`config.mk`:
```
export PLATFORM = sky130hd
export DESIGN_NAME = signed_divider_flat
export DESIGN_NICKNAME = d
export VERILOG_FILES = /design/src/rtl/signed_divider_if.sv /design/src/rtl/signed_divider.sv /design/src/flat_wrapper.sv
export SDC_FILE = /design/constraint.sdc
export NUM_CORES = 1
export LEC_CHECK = 0
export BUFFER_PORTS_ARGS = -buffer_cell sky130_fd_sc_hd__buf_2
export CAP_MARGIN = 5
export CORE_MARGIN = 1.5
export CORE_UTILIZATION = 30
export DETAILED_ROUTE_END_ITERATION = 8
export GPL_ROUTABILITY_DRIVEN = 0
export GPL_TIMING_DRIVEN = 0
export PLACE_DENSITY = 0.53
export SLEW_MARGIN = 15
export SYNTH_ARGS = -nofsm -noshare
export SYNTH_HDL_FRONTEND = slang
export SYNTH_SLANG_ARGS = --single-unit
```
`constraint.sdc`:
```
create_clock -name aclk -period 2.9 [get_ports aclk]
set_input_delay 0.435 -clock aclk [delete_from_list [all_inputs] [get_ports aclk]]
set_output_delay 0.435 -clock aclk [all_outputs]
set_load 0.02 [all_outputs]
```
`src/rtl/signed_divider_if.sv`:
```
// Operand and result stream bundle for signed_divider.
// The slave modport is the divider side; the master modport is the producer/consumer side.
interface signed_divider_if #(
  parameter int DATA_W = 16
);
  logic [DATA_W-1:0]   s_axis_dividend_tdata;
  logic                s_axis_dividend_tvalid;
  logic [DATA_W-1:0]   s_axis_divisor_tdata;
  logic                s_axis_divisor_tvalid;
  logic                s_axis_tready;
  logic [2*DATA_W-1:0] m_axis_dout_tdata;
  logic [1:0]          m_axis_dout_tuser;
  logic                m_axis_dout_tvalid;
  logic                m_axis_dout_tready;

  modport slave (
    input  s_axis_dividend_tdata, s_axis_dividend_tvalid,
    input  s_axis_divisor_tdata, s_axis_divisor_tvalid,
    output s_axis_tready,
    output m_axis_dout_tdata, m_axis_dout_tuser, m_axis_dout_tvalid,
    input  m_axis_dout_tready
  );

  modport master (
    output s_axis_dividend_tdata, s_axis_dividend_tvalid,
    output s_axis_divisor_tdata, s_axis_divisor_tvalid,
    input  s_axis_tready,
    input  m_axis_dout_tdata, m_axis_dout_tuser, m_axis_dout_tvalid,
    output m_axis_dout_tready
  );
endinterface

```
`src/rtl/signed_divider.sv`:
```
// Iterative restoring signed divider, one quotient bit per cycle, fixed DATA_W+2 latency.
// Optional macro DIVIDER_ZERO_SAT_EN: saturating divide-by-zero quotient instead of all ones.
module signed_divider #(
  parameter int DATA_W = 16
) (
  input logic             aclk,
  input logic             areset,
  signed_divider_if.slave bus
);
  localparam int CNT_W = $clog2(DATA_W + 1);
  localparam logic [DATA_W-1:0] MIN_V = {1'b1, {(DATA_W-1){1'b0}}};
  localparam logic [DATA_W-1:0] MAX_V = ~MIN_V;

  typedef enum logic [2:0] {IDLE, LOAD, DIV, FIX, DONE} state_t;

  state_t              state_q, state_d;
  logic [CNT_W-1:0]    cnt_q;
  logic [DATA_W-1:0]   dvd_q, dvs_q, quo_q, rem_q, b_q;
  logic                q_neg_q, r_neg_q, dz_q, ovf_q;
  logic [2*DATA_W-1:0] dout_q;
  logic [1:0]          tuser_q;
  logic                s_ready, m_valid, accept;
  logic [DATA_W:0]     shifted;
  logic                ge;
  logic [DATA_W-1:0]   diff, q_fix, r_fix;

  assign accept = s_ready & bus.s_axis_dividend_tvalid & bus.s_axis_divisor_tvalid;

  // Outputs are gated by reset so they read zero for the whole time reset is high.
  assign bus.s_axis_tready      = s_ready & ~areset;
  assign bus.m_axis_dout_tvalid = m_valid & ~areset;
  assign bus.m_axis_dout_tdata  = areset ? '0 : dout_q;
  assign bus.m_axis_dout_tuser  = areset ? 2'b00 : tuser_q;

  always_ff @(posedge aclk) begin
    if (areset) begin
      state_q <= IDLE;
    end else begin
      state_q <= state_d;
    end
  end

  always_comb begin
    state_d = state_q;
    s_ready = 1'b0;
    m_valid = 1'b0;
    case (state_q)
      IDLE: begin
        s_ready = 1'b1;
        if (bus.s_axis_dividend_tvalid && bus.s_axis_divisor_tvalid) state_d = LOAD;
      end
      LOAD: state_d = DIV;
      DIV:  if (cnt_q == CNT_W'(DATA_W - 1)) state_d = FIX;
      FIX:  state_d = DONE;
      DONE: begin
        m_valid = 1'b1;
        if (bus.m_axis_dout_tready) state_d = IDLE;
      end
      default: state_d = IDLE;
    endcase
  end

  // Restoring step: shift in the next dividend bit and subtract when it fits.
  always_comb begin
    shifted = {rem_q, quo_q[DATA_W-1]};
    ge      = shifted >= {1'b0, b_q};
    diff    = shifted[DATA_W-1:0] - b_q;
  end

  always_comb begin
    q_fix = q_neg_q ? -quo_q : quo_q;
    r_fix = r_neg_q ? -rem_q : rem_q;
    if (dz_q) begin
`ifdef DIVIDER_ZERO_SAT_EN
      q_fix = r_neg_q ? MIN_V : MAX_V;
`else
      q_fix = '1;
`endif
      r_fix = dvd_q;
    end else if (ovf_q) begin
      q_fix = MIN_V;
      r_fix = '0;
    end
  end

  always_ff @(posedge aclk) begin
    if (areset) begin
      cnt_q   <= '0;
      dvd_q   <= '0;
      dvs_q   <= '0;
      quo_q   <= '0;
      rem_q   <= '0;
      b_q     <= '0;
      q_neg_q <= 1'b0;
      r_neg_q <= 1'b0;
      dz_q    <= 1'b0;
      ovf_q   <= 1'b0;
      dout_q  <= '0;
      tuser_q <= 2'b00;
    end else begin
      case (state_q)
        IDLE: begin
          if (accept) begin
            dvd_q <= bus.s_axis_dividend_tdata;
            dvs_q <= bus.s_axis_divisor_tdata;
          end
        end
        LOAD: begin
          quo_q   <= dvd_q[DATA_W-1] ? -dvd_q : dvd_q;
          b_q     <= dvs_q[DATA_W-1] ? -dvs_q : dvs_q;
          rem_q   <= '0;
          cnt_q   <= '0;
          q_neg_q <= dvd_q[DATA_W-1] ^ dvs_q[DATA_W-1];
          r_neg_q <= dvd_q[DATA_W-1];
          dz_q    <= (dvs_q == '0);
          ovf_q   <= (dvd_q == MIN_V) && (dvs_q == '1);
        end
        DIV: begin
          rem_q <= ge ? diff : shifted[DATA_W-1:0];
          quo_q <= {quo_q[DATA_W-2:0], ge};
          cnt_q <= cnt_q + CNT_W'(1);
        end
        FIX: begin
          dout_q  <= {q_fix, r_fix};
          tuser_q <= {ovf_q, dz_q};
        end
        default: ;
      endcase
    end
  end
endmodule

```
`src/flat_wrapper.sv`:
```
// flat-port wrapper written by rule: the top's interface ports become plain ports
module signed_divider_flat 
#(
  parameter int DATA_W = 16
)
  (aclk, areset, bus_s_axis_dividend_tdata, bus_s_axis_dividend_tvalid, bus_s_axis_divisor_tdata, bus_s_axis_divisor_tvalid, bus_s_axis_tready, bus_m_axis_dout_tdata, bus_m_axis_dout_tuser, bus_m_axis_dout_tvalid, bus_m_axis_dout_tready);
  signed_divider_if #(.DATA_W(DATA_W)) bus_i ();
  input logic aclk;
  input logic areset;
  input wire logic [$bits(bus_i.s_axis_dividend_tdata)-1:0] bus_s_axis_dividend_tdata;
  input wire logic [$bits(bus_i.s_axis_dividend_tvalid)-1:0] bus_s_axis_dividend_tvalid;
  input wire logic [$bits(bus_i.s_axis_divisor_tdata)-1:0] bus_s_axis_divisor_tdata;
  input wire logic [$bits(bus_i.s_axis_divisor_tvalid)-1:0] bus_s_axis_divisor_tvalid;
  output wire logic [$bits(bus_i.s_axis_tready)-1:0] bus_s_axis_tready;
  output wire logic [$bits(bus_i.m_axis_dout_tdata)-1:0] bus_m_axis_dout_tdata;
  output wire logic [$bits(bus_i.m_axis_dout_tuser)-1:0] bus_m_axis_dout_tuser;
  output wire logic [$bits(bus_i.m_axis_dout_tvalid)-1:0] bus_m_axis_dout_tvalid;
  input wire logic [$bits(bus_i.m_axis_dout_tready)-1:0] bus_m_axis_dout_tready;
  assign bus_i.s_axis_dividend_tdata = bus_s_axis_dividend_tdata;
  assign bus_i.s_axis_dividend_tvalid = bus_s_axis_dividend_tvalid;
  assign bus_i.s_axis_divisor_tdata = bus_s_axis_divisor_tdata;
  assign bus_i.s_axis_divisor_tvalid = bus_s_axis_divisor_tvalid;
  assign bus_s_axis_tready = bus_i.s_axis_tready;
  assign bus_m_axis_dout_tdata = bus_i.m_axis_dout_tdata;
  assign bus_m_axis_dout_tuser = bus_i.m_axis_dout_tuser;
  assign bus_m_axis_dout_tvalid = bus_i.m_axis_dout_tvalid;
  assign bus_i.m_axis_dout_tready = bus_m_axis_dout_tready;
  signed_divider #(.DATA_W(DATA_W)) u_core (.aclk(aclk), .areset(areset), .bus(bus_i));
endmodule
```
# After elaboration in Yosys (flattened, before gate mapping)
# Cells that the tools add are included.
[classes]
n_addsub = 6
n_lt_le_gt_ge = 1
n_eq_ne = 10
muxes = 20
bitwise_logic = 6
n_reduce_logical = 7
[ops]
columns = ["operator", "count"]
rows = [
  ["2-to-1 mux 16 bit", 9],
  ["negator 16 bit", 4],
  ["case mux 16 bit (2 select lines)", 2],
  ["equality test 16 bit, second input constant", 2],
  ["2-to-1 mux 32 bit", 1],
  [">= comparator 17 x 16 -> 1 bit", 1],
  ["zero test 16 bit", 1],
  ["subtractor 16 bit", 1],
  ["case mux 3 bit (5 select lines)", 1],
  ["case mux 5 bit (2 select lines)", 1],
  ["2-to-1 mux 3 bit", 3],
  ["equality test 3 x 2 -> 1 bit, second input constant", 2],
  ["adder 5 x 1 -> 5 bit, second input constant", 1],
  ["equality test 5 x 4 -> 1 bit, second input constant", 1],
  ["AND 1 bit", 4],
  ["!= test 2 x 1 -> 1 bit, second input constant", 2],
  ["equality test 3 x 1 -> 1 bit, second input constant", 1],
  ["equality test 3 bit, second input constant", 1],
  ["zero test 3 bit", 1],
  ["AND reduction 3 bit", 1],
  ["logical AND 1 bit", 2],
  ["2-to-1 mux 1 bit", 2],
  ["2-to-1 mux 2 bit", 1],
  ["!= test 2 bit, second input constant", 1],
  ["other kinds (4)", 4],
]
[word_totals]
reg_bits = 126
in_bits = 37
wordCells = 63

# Depth between registers and ports, before layout
[logic_depth]
ltp_word = 5
ltp_mapped = 11

# Worst setup path after synthesis
# Ideal clock, no wire load.
[synth_path]
path_type = "register -> register"
startpoint = "register u_core.rem_q[2]"
endpoint = "register u_core.rem_q[13]"
setup_ps = 123
arrival_time_ps = 2242
required_time_ps = 2777
path_slack_ps = 536
path_stages_with_launch = 10
path_buffers = 1
synth_period_minus_slack_ps = 2364
cell_sequence = "dfxtp_1 > ha_1 > a21o_1 > a21oi_1 > a21oi_1 > o31ai_1 > a21oi_1 > buf_2 > o21ai_0 > o21ai_0"
[synth_between]
elab_chain_len = 3
word_cells_on_any_way = 4
classes_between = "add/sub: 1; order compare: 1; mux: 2"
[synth_rtl]
columns = ["item", "line", "rtl"]
rows = [
  ["start, declared", "signed_divider.sv:18", "logic [DATA_W-1:0] dvd_q, dvs_q, quo_q, rem_q, b_q;"],
  ["start signal, assigned", "signed_divider.sv:119", "rem_q <= ge ? diff : shifted[DATA_W-1:0];"],
  ["subtractor 16 bit or >= comparator 17 x 16 -> 1 bit (tied branches)", "signed_divider.sv:67, signed_divider.sv:66", ""],
  ["2-to-1 mux 16 bit (*)", "signed_divider.sv:119", ""],
  ["case mux 16 bit (2 select lines) (*)", "signed_divider.sv:101", "case (state_q)"],
]
# Every way passes the cells marked *; elsewhere a longest branch is shown, timed or not.
# A chain may end at the register's enable or synchronous reset.

# Final worst setup path
[layout_path]
startpoint = "register u_core.rem_q[6]"
endpoint = "register u_core.rem_q[4]"
[layout_between]
elab_chain_len = 3
[layout_rtl]
columns = ["item", "line", "rtl"]
rows = [
  [">= comparator 17 x 16 -> 1 bit", "signed_divider.sv:66", "ge = shifted >= {1'b0, b_q};"],
  ["2-to-1 mux 16 bit", "signed_divider.sv:119", ""],
  ["case mux 16 bit (2 select lines)", "signed_divider.sv:101", ""],
]
# Every way passes these cells.

==> impl_metrics.csv <==
group,metric,value,unit
detailed_routing,met1Wirelength,10900,µm
sta,fin_crit_sh,94.9,%
global_route,antenna_found_initial,0,
setup_path,cp_top_family,"compound AO/OA/AOI/OAI gates",
synthesis,yosys.cell_types.count,57,
setup_path,crit_chain,"ha_1, nand4_1, a21oi_1, o31ai_4, a21oi_2, buf_2, mux2i_1, o21ai_0",
clocking,numCtsBuffers,17,
setup_path,cp_slowest_cell,"ha_1",
synthesis,ys.flop_type,"dfxtp_1",
floorplanning,rows,56,
synthesis,synthArstFlopShare,0,%
floorplanning,initial_utilization,30.3,%
clocking,tritoncts,"built",
synthesis,netlist_instances,921,
synthesis,synth.cell_area,7080,µm²
setup_path,endpoint_kind,"flip-flop",
floorplanning,fp.dieH,157,µm
detailed_routing,dr.pass1.iters,5,
global_route,grt_pass1_wl,34100,µm
detailed_routing,routed-wl-met2,9060,µm
detailed_routing,wl,21300,µm
detailed_routing,vias_per_cell,4.92,
power,leakage,3.19,nW
setup_path,start_kind,"flip-flop",
sta,relSlewSlack,37.5,%
sta,finClkSkew,8.07,ps
setup_path,reg2reg_setup_slack,150,ps
detailed_routing,via_count,6606,
final_layout,layout_commonest_cell,"nand2_1",
run,cap_viol_max_count,0,
clocking,htreeDepth,4,
global_route,grt_pass1_vias,6256,
floorplanning,die_x,157,µm
global_route,grt_start_max_net_pins,17,
hold_path,hp-class,"in -> reg",
power,total_power,4.82,mW
final_layout,drive_above_1_share,12.1,%
clocking,hold_buffers,0,
placement,dp_hpwl,16500,µm
clocking,clk_latency,420,ps
sta,hold_viol_final,0,
floorplanning,num_io_pins,73,
placement,post-place-ws,-116,ps
power,power_density,570,nW/µm²
setup_path,arrival,3050,ps
synthesis,syn_nets,982,
clocking,cts_root_buf,"clkbuf_16",
placement,place_area,7840,µm²
final_layout,final_cells,1344,
sta,slew_viol_final,0,
final_layout,fin_nets,1073,
global_route,grt_overflow,0,
sta,fmax,363,MHz
final_layout,mostFrequentLayoutCells,"nand2_1 (162), dfxtp_1 (126), a21oi_1 (80)",
synthesis,synth_edf_count,0,
sta,setup_ws,148,ps
floorplanning,dieArea,24500,µm²
final_layout,fill_cells,2501,
power,ir_drop,0.347,mV
detailed_routing,top_layer_used,"met4",
detailed_routing,drtAntennaViolNets,0,
final_layout,regArea,2520,µm²
synthesis,syn_area_per_cell,7.69,µm²
detailed_routing,drtIter0Drc,433,
setup_path,critPathKind,"reg -> reg",
synthesis,ys_ff_latch,126,
detailed_routing,drc,0,
setup_path,worst-path-max-fanout,10,
clocking,cts.sinks,126,
sta,period_needed,2750,ps
final_layout,finish.utilization,36.2,%
sta,worst_slew_pin_slew,929,ps
final_layout,design_area,8450,µm²
global_route,track_usage,18.1,%
clocking,cts_resized,1,
setup_path,max_stage_delay,440,ps
final_layout,synthToLayoutAreaGrowth,19.3,%
placement,io_buffer_count,72,
synthesis,ys_seq_area_share,35.6,%
sta,rsz0062_at_grt,"no",
clocking,postCtsSetupRepairBufs,0,
floorplanning,core-area,23300,µm²
final_layout,multi_input_area,4180,µm²
detailed_routing,wl_met3,939,µm
setup_path,cp.required,3200,ps
sta,setup_viol,0,
setup_path,cp.buffers_inverters,1,
clocking,path_clk_slew,60,ps
clocking,cts_max_path_buffers,2,
final_layout,antennaDiodeCount,0,
placement,placed_cells,1312,
synthesis,yosys_warnings,0,
outcome,outcome,"finished clean",
detailed_routing,post_drt_wl_per_cell,15.8,µm
-- kinds of logic after synthesis --
family | synth area share [%]
multiplexers | 1.70
buffers and inverters | 5.83
AND/OR/NAND/NOR | 23.7
adder cells (fa/ha/maj) | 4.35
AO/OA/AOI/OAI | 21.0
flip-flops | 35.6
XOR/XNOR | 7.79
-- state kept, by name, indices dropped and copies added, names as in the netlist, 2 cells and up --
name,cells
u_core.dvs_q,16
u_core.rem_q,16
u_core.state_q,3
u_core.dvd_q,16
u_core.quo_q,16
u_core.dout_q,32
u_core.b_q,16
u_core.cnt_q,5
u_core.tuser_q,2
-- synth_stat cells, drive strengths merged (13+ instances only) --
library cell	number	area share [%]
a31oi	17	1.5
ha	23	4.1
a22oi	13	1.4
nor2b	40	3.5
inv	33	1.7
dfxtp	126	36
o21ai	37	2.6
a211oi	25	2.7
a21oi	81	5.7
nor3	16	1.2
clkbuf	53	3.1
xor2	23	2.8
nand2	162	8.6
xnor2	40	4.9
nor2	75	4.0
o31ai	13	1.4
nand3	25	1.8
-- worst min-delay path: stages --
cell     delay (ps)
buf_2            90
nand2_1          50
a21oi_1          50
-- through the flow --
| step | hold slack (ps) | TNS [ps] |
|---|---|---|
| after floorplan | 432 | 0 |
| after global placement | 453 | -311 |
| after detailed placement | 461 | -534 |
| after CTS | 235 | 0 |
| after global routing | 240 | 0 |
| final | 249 | 0 |
-- final timing paths --
check | start | to | cells after the start
min | bus_s_axis_dividend_tdata[10] | u_core.dvd_q[10] | 3
min reg2reg | u_core.tuser_q[1] | u_core.tuser_q[1] | 2
max | u_core.rem_q[6] | u_core.rem_q[4] | 8
max reg2reg | u_core.rem_q[6] | u_core.rem_q[4] | 8
-- per-layer routing --
layer | global-route usage, % | vias to the layer above
li1 | - | 3412
met1 | 26.0 | 3018
met2 | 27.5 | 152
met3 | 3.77 | 24
met4 | 4.72 | 0
met5 | 0 | -
-- power breakdown --
group / internal (mW) / total, mW / switching [mW]
registers: 1.78 / 1.86 / 0.0732
logic: 0.336 / 0.864 / 0.528
clock network: 1.27 / 2.09 / 0.827
-- final cells by class --
| type | count | share of cell area [%] |
|---|---|---|
| Sequential cell | 126 | 29.9 |
| Inverter | 33 | 1.47 |
| Clock buffer | 19 | 5.12 |
| Multi-Input combinational cell | 701 | 49.5 |
| Clock inverter | 13 | 1.69 |
| Timing Repair Buffer | 72 | 4.26 |
| Tap cell | 319 | 4.72 |
| Buffer | 61 | 3.42 |
Power figures use the tool's default switching activity.
